`src/rtl/fetch_ctrl_if.sv`:
```
// rtl/fetch_ctrl_if.sv - Front-end sequencer bundle: pipeline requests in, stall/flush controls and counters out.
interface fetch_ctrl_if #(
    parameter int CNT_W = 32
);
    logic             trigger;
    logic             ext_stall;
    logic             load_use;
    logic             branch_taken_d;
    logic             halt_d;
    logic             StallF;
    logic             StallD;
    logic             FlushD;
    logic             FlushE;
    logic             PCSrcD;
    logic             pc_restart;
    logic             running;
    logic             halted;
    logic [CNT_W-1:0] cycle_count;
    logic [CNT_W-1:0] stall_count;

    // Sequencer side: consumes hazard/branch requests, drives the pipeline controls.
    modport master (
        input  trigger, ext_stall, load_use, branch_taken_d, halt_d,
        output StallF, StallD, FlushD, FlushE, PCSrcD, pc_restart,
        output running, halted, cycle_count, stall_count
    );

    modport slave (
        output trigger, ext_stall, load_use, branch_taken_d, halt_d,
        input  StallF, StallD, FlushD, FlushE, PCSrcD, pc_restart,
        input  running, halted, cycle_count, stall_count
    );
endinterface

```
`src/rtl/fetch_ctrl.sv`:
```
// rtl/fetch_ctrl.sv - Fetch/decode front-end sequencer with hazard arbitration and perf counters.
module fetch_ctrl #(
    parameter int DRAIN_CYCLES = 4,
    parameter int CNT_W        = 32
) (
    input  logic        clk,
    input  logic        reset,
    fetch_ctrl_if.master bus
);
    typedef enum logic [2:0] {
        S_IDLE,
        S_RESTART,
        S_RUN,
        S_DRAIN,
        S_HALTED
    } state_t;

    localparam logic [CNT_W-1:0] CNT_MAX    = '1;
    localparam logic [CNT_W-1:0] CNT_ONE    = CNT_W'(1);
    localparam logic [3:0]       DRAIN_LAST = 4'(DRAIN_CYCLES - 1);

    state_t           state_q, state_d;
    logic [3:0]       drain_q, drain_d;
    logic [CNT_W-1:0] cyc_q, cyc_d;
    logic [CNT_W-1:0] stl_q, stl_d;
    logic             running_q, halted_q;

    logic stall_req;
    logic stall_f, stall_d_o, flush_d, flush_e, pc_src_d, pc_restart;

    assign stall_req = bus.ext_stall | bus.load_use;

    always_comb begin
        state_d = state_q;
        drain_d = drain_q;
        cyc_d   = cyc_q;
        stl_d   = stl_q;
        case (state_q)
            S_IDLE: begin
                if (bus.trigger) begin
                    state_d = S_RUN;
                end
            end
            S_RESTART: begin
                cyc_d   = '0;
                stl_d   = '0;
                state_d = S_RUN;
            end
            S_RUN: begin
                if (cyc_q != CNT_MAX) begin
                    cyc_d = cyc_q + CNT_ONE;
                end
                if (stall_req) begin
                    if (stl_q != CNT_MAX) begin
                        stl_d = stl_q + CNT_ONE;
                    end
                end else if (bus.halt_d) begin
                    state_d = S_DRAIN;
                    drain_d = '0;
                end
            end
            S_DRAIN: begin
                if (cyc_q != CNT_MAX) begin
                    cyc_d = cyc_q + CNT_ONE;
                end
                // A memory stall freezes the drain so the bubbles still reach Execute.
                if (!bus.ext_stall) begin
                    if (drain_q == DRAIN_LAST) begin
                        state_d = S_HALTED;
                    end else begin
                        drain_d = drain_q + 4'd1;
                    end
                end
            end
            S_HALTED: begin
                if (bus.trigger) begin
                    state_d = S_RESTART;
                end
            end
            default: state_d = S_IDLE;
        endcase
    end

    always_ff @(posedge clk) begin
        if (reset) begin
            state_q   <= S_IDLE;
            drain_q   <= '0;
            cyc_q     <= '0;
            stl_q     <= '0;
            running_q <= 1'b0;
            halted_q  <= 1'b0;
        end else begin
            state_q   <= state_d;
            drain_q   <= drain_d;
            cyc_q     <= cyc_d;
            stl_q     <= stl_d;
            running_q <= (state_d == S_RUN);
            halted_q  <= (state_d == S_HALTED);
        end
    end

    // Pipeline controls are combinational so a hazard acts in the cycle it is raised.
    always_comb begin
        stall_f    = 1'b0;
        stall_d_o  = 1'b0;
        flush_d    = 1'b0;
        flush_e    = 1'b0;
        pc_src_d   = 1'b0;
        pc_restart = 1'b0;
        case (state_q)
            S_IDLE, S_HALTED: begin
                stall_f   = 1'b1;
                stall_d_o = 1'b1;
                flush_d   = 1'b1;
                flush_e   = 1'b1;
            end
            S_RESTART: begin
                pc_restart = 1'b1;
                stall_d_o  = 1'b1;
                flush_d    = 1'b1;
                flush_e    = 1'b1;
            end
            S_RUN: begin
                if (stall_req) begin
                    stall_f   = 1'b1;
                    stall_d_o = 1'b1;
                    flush_e   = 1'b1;
                end else if (bus.halt_d) begin
                    stall_f = 1'b1;
                    flush_d = 1'b1;
                end else if (bus.branch_taken_d) begin
                    pc_src_d = 1'b1;
                    flush_d  = 1'b1;
                end
            end
            S_DRAIN: begin
                stall_f   = 1'b1;
                flush_d   = 1'b1;
                stall_d_o = stall_req;
                flush_e   = stall_req;
            end
            default: begin
                stall_f   = 1'b1;
                stall_d_o = 1'b1;
                flush_d   = 1'b1;
                flush_e   = 1'b1;
            end
        endcase
    end

    assign bus.StallF      = stall_f;
    assign bus.StallD      = stall_d_o;
    assign bus.FlushD      = flush_d;
    assign bus.FlushE      = flush_e;
    assign bus.PCSrcD      = pc_src_d;
    assign bus.pc_restart  = pc_restart;
    assign bus.running     = running_q;
    assign bus.halted      = halted_q;
    assign bus.cycle_count = cyc_q;
    assign bus.stall_count = stl_q;
endmodule
```
`src/flat_wrapper.sv`:
```
// flat-port wrapper written by rule: the top's interface ports become plain ports
module fetch_ctrl_flat 
#(
    parameter int DRAIN_CYCLES = 4,
    parameter int CNT_W        = 32
)
  (clk, reset, bus_trigger, bus_ext_stall, bus_load_use, bus_branch_taken_d, bus_halt_d, bus_StallF, bus_StallD, bus_FlushD, bus_FlushE, bus_PCSrcD, bus_pc_restart, bus_running, bus_halted, bus_cycle_count, bus_stall_count);
  fetch_ctrl_if #(.CNT_W(CNT_W)) bus_i ();
  input  logic clk;
  input  logic reset;
  input wire logic [$bits(bus_i.trigger)-1:0] bus_trigger;
  input wire logic [$bits(bus_i.ext_stall)-1:0] bus_ext_stall;
  input wire logic [$bits(bus_i.load_use)-1:0] bus_load_use;
  input wire logic [$bits(bus_i.branch_taken_d)-1:0] bus_branch_taken_d;
  input wire logic [$bits(bus_i.halt_d)-1:0] bus_halt_d;
  output wire logic [$bits(bus_i.StallF)-1:0] bus_StallF;
  output wire logic [$bits(bus_i.StallD)-1:0] bus_StallD;
  output wire logic [$bits(bus_i.FlushD)-1:0] bus_FlushD;
  output wire logic [$bits(bus_i.FlushE)-1:0] bus_FlushE;
  output wire logic [$bits(bus_i.PCSrcD)-1:0] bus_PCSrcD;
  output wire logic [$bits(bus_i.pc_restart)-1:0] bus_pc_restart;
  output wire logic [$bits(bus_i.running)-1:0] bus_running;
  output wire logic [$bits(bus_i.halted)-1:0] bus_halted;
  output wire logic [$bits(bus_i.cycle_count)-1:0] bus_cycle_count;
  output wire logic [$bits(bus_i.stall_count)-1:0] bus_stall_count;
  assign bus_i.trigger = bus_trigger;
  assign bus_i.ext_stall = bus_ext_stall;
  assign bus_i.load_use = bus_load_use;
  assign bus_i.branch_taken_d = bus_branch_taken_d;
  assign bus_i.halt_d = bus_halt_d;
  assign bus_StallF = bus_i.StallF;
  assign bus_StallD = bus_i.StallD;
  assign bus_FlushD = bus_i.FlushD;
  assign bus_FlushE = bus_i.FlushE;
  assign bus_PCSrcD = bus_i.PCSrcD;
  assign bus_pc_restart = bus_i.pc_restart;
  assign bus_running = bus_i.running;
  assign bus_halted = bus_i.halted;
  assign bus_cycle_count = bus_i.cycle_count;
  assign bus_stall_count = bus_i.stall_count;
  fetch_ctrl #(.DRAIN_CYCLES(DRAIN_CYCLES), .CNT_W(CNT_W)) u_core (.clk(clk), .reset(reset), .bus(bus_i));
endmodule
```
`config.mk`:
```
export PLATFORM = sky130hd
export DESIGN_NAME = fetch_ctrl_flat
export DESIGN_NICKNAME = d
export VERILOG_FILES = /design/src/rtl/fetch_ctrl_if.sv /design/src/rtl/fetch_ctrl.sv /design/src/flat_wrapper.sv
export SDC_FILE = /design/constraint.sdc
export NUM_CORES = 1
export LEC_CHECK = 0
export CAP_MARGIN = 20
export CORE_AREA = 2 2 80 112
export CTS_CLUSTER_DIAMETER = 60
export DETAILED_ROUTE_END_ITERATION = 16
export DIE_AREA = 0 0 82 114
export PLACE_DENSITY = 0.76
export SLEW_MARGIN = 25
export SYNTH_ARGS = -nofsm -noshare
export SYNTH_HDL_FRONTEND = slang
export SYNTH_SLANG_ARGS = --single-unit
```
`constraint.sdc`:
```
create_clock -name clk -period 2.55 [get_ports clk]
set_input_delay 0.255 -clock clk [delete_from_list [all_inputs] [get_ports clk]]
set_output_delay 0.255 -clock clk [all_outputs]
set_load 0.02 [all_outputs]
```
==> results.ini <==
[outcome]
status=completed

[global_routing]
gr-usage-all-layers_pct=25.84
grt_max_degree=39
antenna_found_initial=0
grt_pass1_vias=4132
grt-ovfl-total=0
grt_pass1_wl_mm=19.06

[floorplanning]
design.core.area_um2=8408
die_w_um=82
rows=40
start_util_pct=48.18
dieArea_um2=9348
top_level_ports=79
die_h_um=114

[clock_network]
h-tree-depth=3
numCtsBuffers=9
root_buffer=clkbuf_16
cts_tree=yes
ctsHoldBuffers=0
numClockSinks=73
post_cts_buffers=0
clock_latency_ns=0.34
clock_path_buffers=2
path_clk_slew_ns=0.06

[timing]
slew_headroom_pct=51.35
period_share_pct=94.73
setup_violations=0
setup-tns-final_ns=0
clock_skew_ns=0.006748
report.final.hold_viol_count=0
period_needed_ns=2.416
fmax_ghz=0.4140
rsz0062_at_grt=false
slew_violations=0
hold-worst-slack_ns=0.4774
max_slew.worst_pin.slew_ns=0.7249

[synth]
synth_top_flop_cell=dfxtp_1
synth_commonest_cells=dfxtp_1 (73), a21oi_1 (41), nand2_1 (41)
synth_edf_count=0
synth_area_leaders=dfxtp_1 (36%), a21oi_1 (5.1%), or4_1 (5.0%), o31ai_1 (4.8%), nand2_1 (3.8%)
netlist.area_leader.share_pct=36.07
syn-cell-area_um2=4051
ys_warn_count=0
synth_cell_types=61
synthesis.nets=505
yosysMostFrequentCell=dfxtp_1
synth_top_area_cell=dfxtp_1
async_flop_share_pct=0
ys_seq_area_share_pct=36.07
netlist_instances=495
ys_seq_elements=73
syn_avg_cell_area_um2=8.185

[place]
hpwlAfterDp_mm=8.225
dp.cells=667
place_congestion=0.8537
portBuffers=78

[detailed_routing]
drt_iter0_markers=270
routedWlPerCell_um=17.46
vias_per_cell=6.329
drc=0
wl_mm=11.92
num_vias=4323
ant_nets=0
drt_first_pass_iters=5

[critical_path]
path_class=register to register
worstPathMaxFanout=9
crit_arrival_ns=2.67
path_cells=and4_4 -> nand3_4 -> or4_1 -> or4_1 -> a21oi_1
slowest_delay_ns=0.69
worstPathRequired_ns=2.81
cp_common_cell=or4_1
critPathLaunchType=register
cp-end-kind=register
cp_slowest_cell=or4_1
reg2reg_depth=5

[worst_hold_path]
hold_path_depth=2
hp-class=register to register

[layout]
antennaDiodeCount=0
layoutNonFillerInstCount=683
drive_gt1_share_pct=10.21
fin_nets=583
area_growth_syn_to_layout_pct=32.21

[pwr]
leakage_uw=0.001750
powerDensity_nw_per_um2=522.0
ir_drop_mv=0.3286

[flow_run]
cap_violations=0

==> logic make-up (layout without fill, tap and decap cells) <==
kind of cell / after synthesis / in the layout / share of synthesized area (%)
buffers and inverters: 45 / 128 / 5.219
xor gates and xnor gates: 3 / 3 / 0.6487
DFF: 73 / 73 / 36.07
adders and majority gates: 3 / 3 / 0.9266
muxes: 8 / 8 / 2.007
AOI/OAI and AO/OA: 127 / 127 / 20.35
and+or+nand+nor: 236 / 236 / 34.77
==> layout make-up <==
cell class                 count  area, um2
tap                          105      131.4
clock inverter                 5      102.6
timing repair buffer         104      991.0
sequential                    73       1461
clock buffer                  11      242.7
inverter                       8      30.03
multi-input combinational    377       2397
fill                         727       3052
==> critical path: cells and delay by family, from the launching register on <==
family	cells	cell delay, ns
simple gates	4	1.69
flops	1	0.46
compound gates	1	0.20
==> metrics by stage <==
step                      power, uW  cell area [um2]  setup slack [ns]  utilization (%)
after global routing           2874             5356           0.03140            63.71
after global placement         1339             5006            0.1175            59.54
after CTS                      2808             5354           0.04023            63.68
final                          2796             5356            0.1343            63.71
after floorplan                1273             4051            0.3217                -
after detailed placement       1344             5006           0.06682            59.54
==> path summary, 6_finish.rpt <==
check / slack (ns) / to / from
min: 0.48 / u_core.drain_q[1]$_SDFFE_PP0P_ / u_core.drain_q[1]$_SDFFE_PP0P_
min reg2reg: 0.48 / u_core.drain_q[1]$_SDFFE_PP0P_ / u_core.drain_q[1]$_SDFFE_PP0P_
max reg2reg: 0.13 / u_core.bus.stall_count[25]$_SDFFE_PP0P_ / u_core.bus.stall_count[2]$_SDFFE_PP0P_
max: 0.13 / u_core.bus.stall_count[25]$_SDFFE_PP0P_ / u_core.bus.stall_count[2]$_SDFFE_PP0P_
==> flip-flops by register name, indices dropped and copies added (netlist names) <==
signal / count
u_core.bus.cycle_count: 32
u_core.bus.stall_count: 32
u_core.drain_q: 4
u_core.state_q: 3
u_core.bus.halted: 1
u_core.bus.running: 1
==> power breakdown <==
part	switching [uW]	leakage, uW	internal (uW)	total [uW]
Combinational	104	0.000996	62.5	167
Clock	492	0.000166	981	1470
Sequential	9.02	0.000589	1150	1160
Total	605	0.00175	2190	2800
==> cells in the final DEF, fill, tap and decap left out, types with 8 or more instances in the layout <==
master            n
nor2_1           25
nor4_1           18
buf_4            25
clkbuf_16         9
inv_1             8
or4_1            27
dfxtp_1          73
nor3_1           10
o21ai_0          16
and2_1           11
nand3_1          26
and4_1           12
clkdlybuf4s50_1  77
or3_1            11
nand4_1          21
o31ai_1          26
a21oi_1          41
and3_1            8
nand2_1          41
==> metal layers <==
metal  part of all wire [%]  global-route usage [%]
met5                      0                       0
met4                    3.3                   14.67
met3                    5.6                   5.380
met2                     52                   44.55
met1                     40                   28.71
==> timing repair <==
item                       4_1_cts  5_1_grt
setup endpoints to repair        1        1
resized for setup                1        1
pin swaps                        0        0
(Power assumes the default switching activity.)
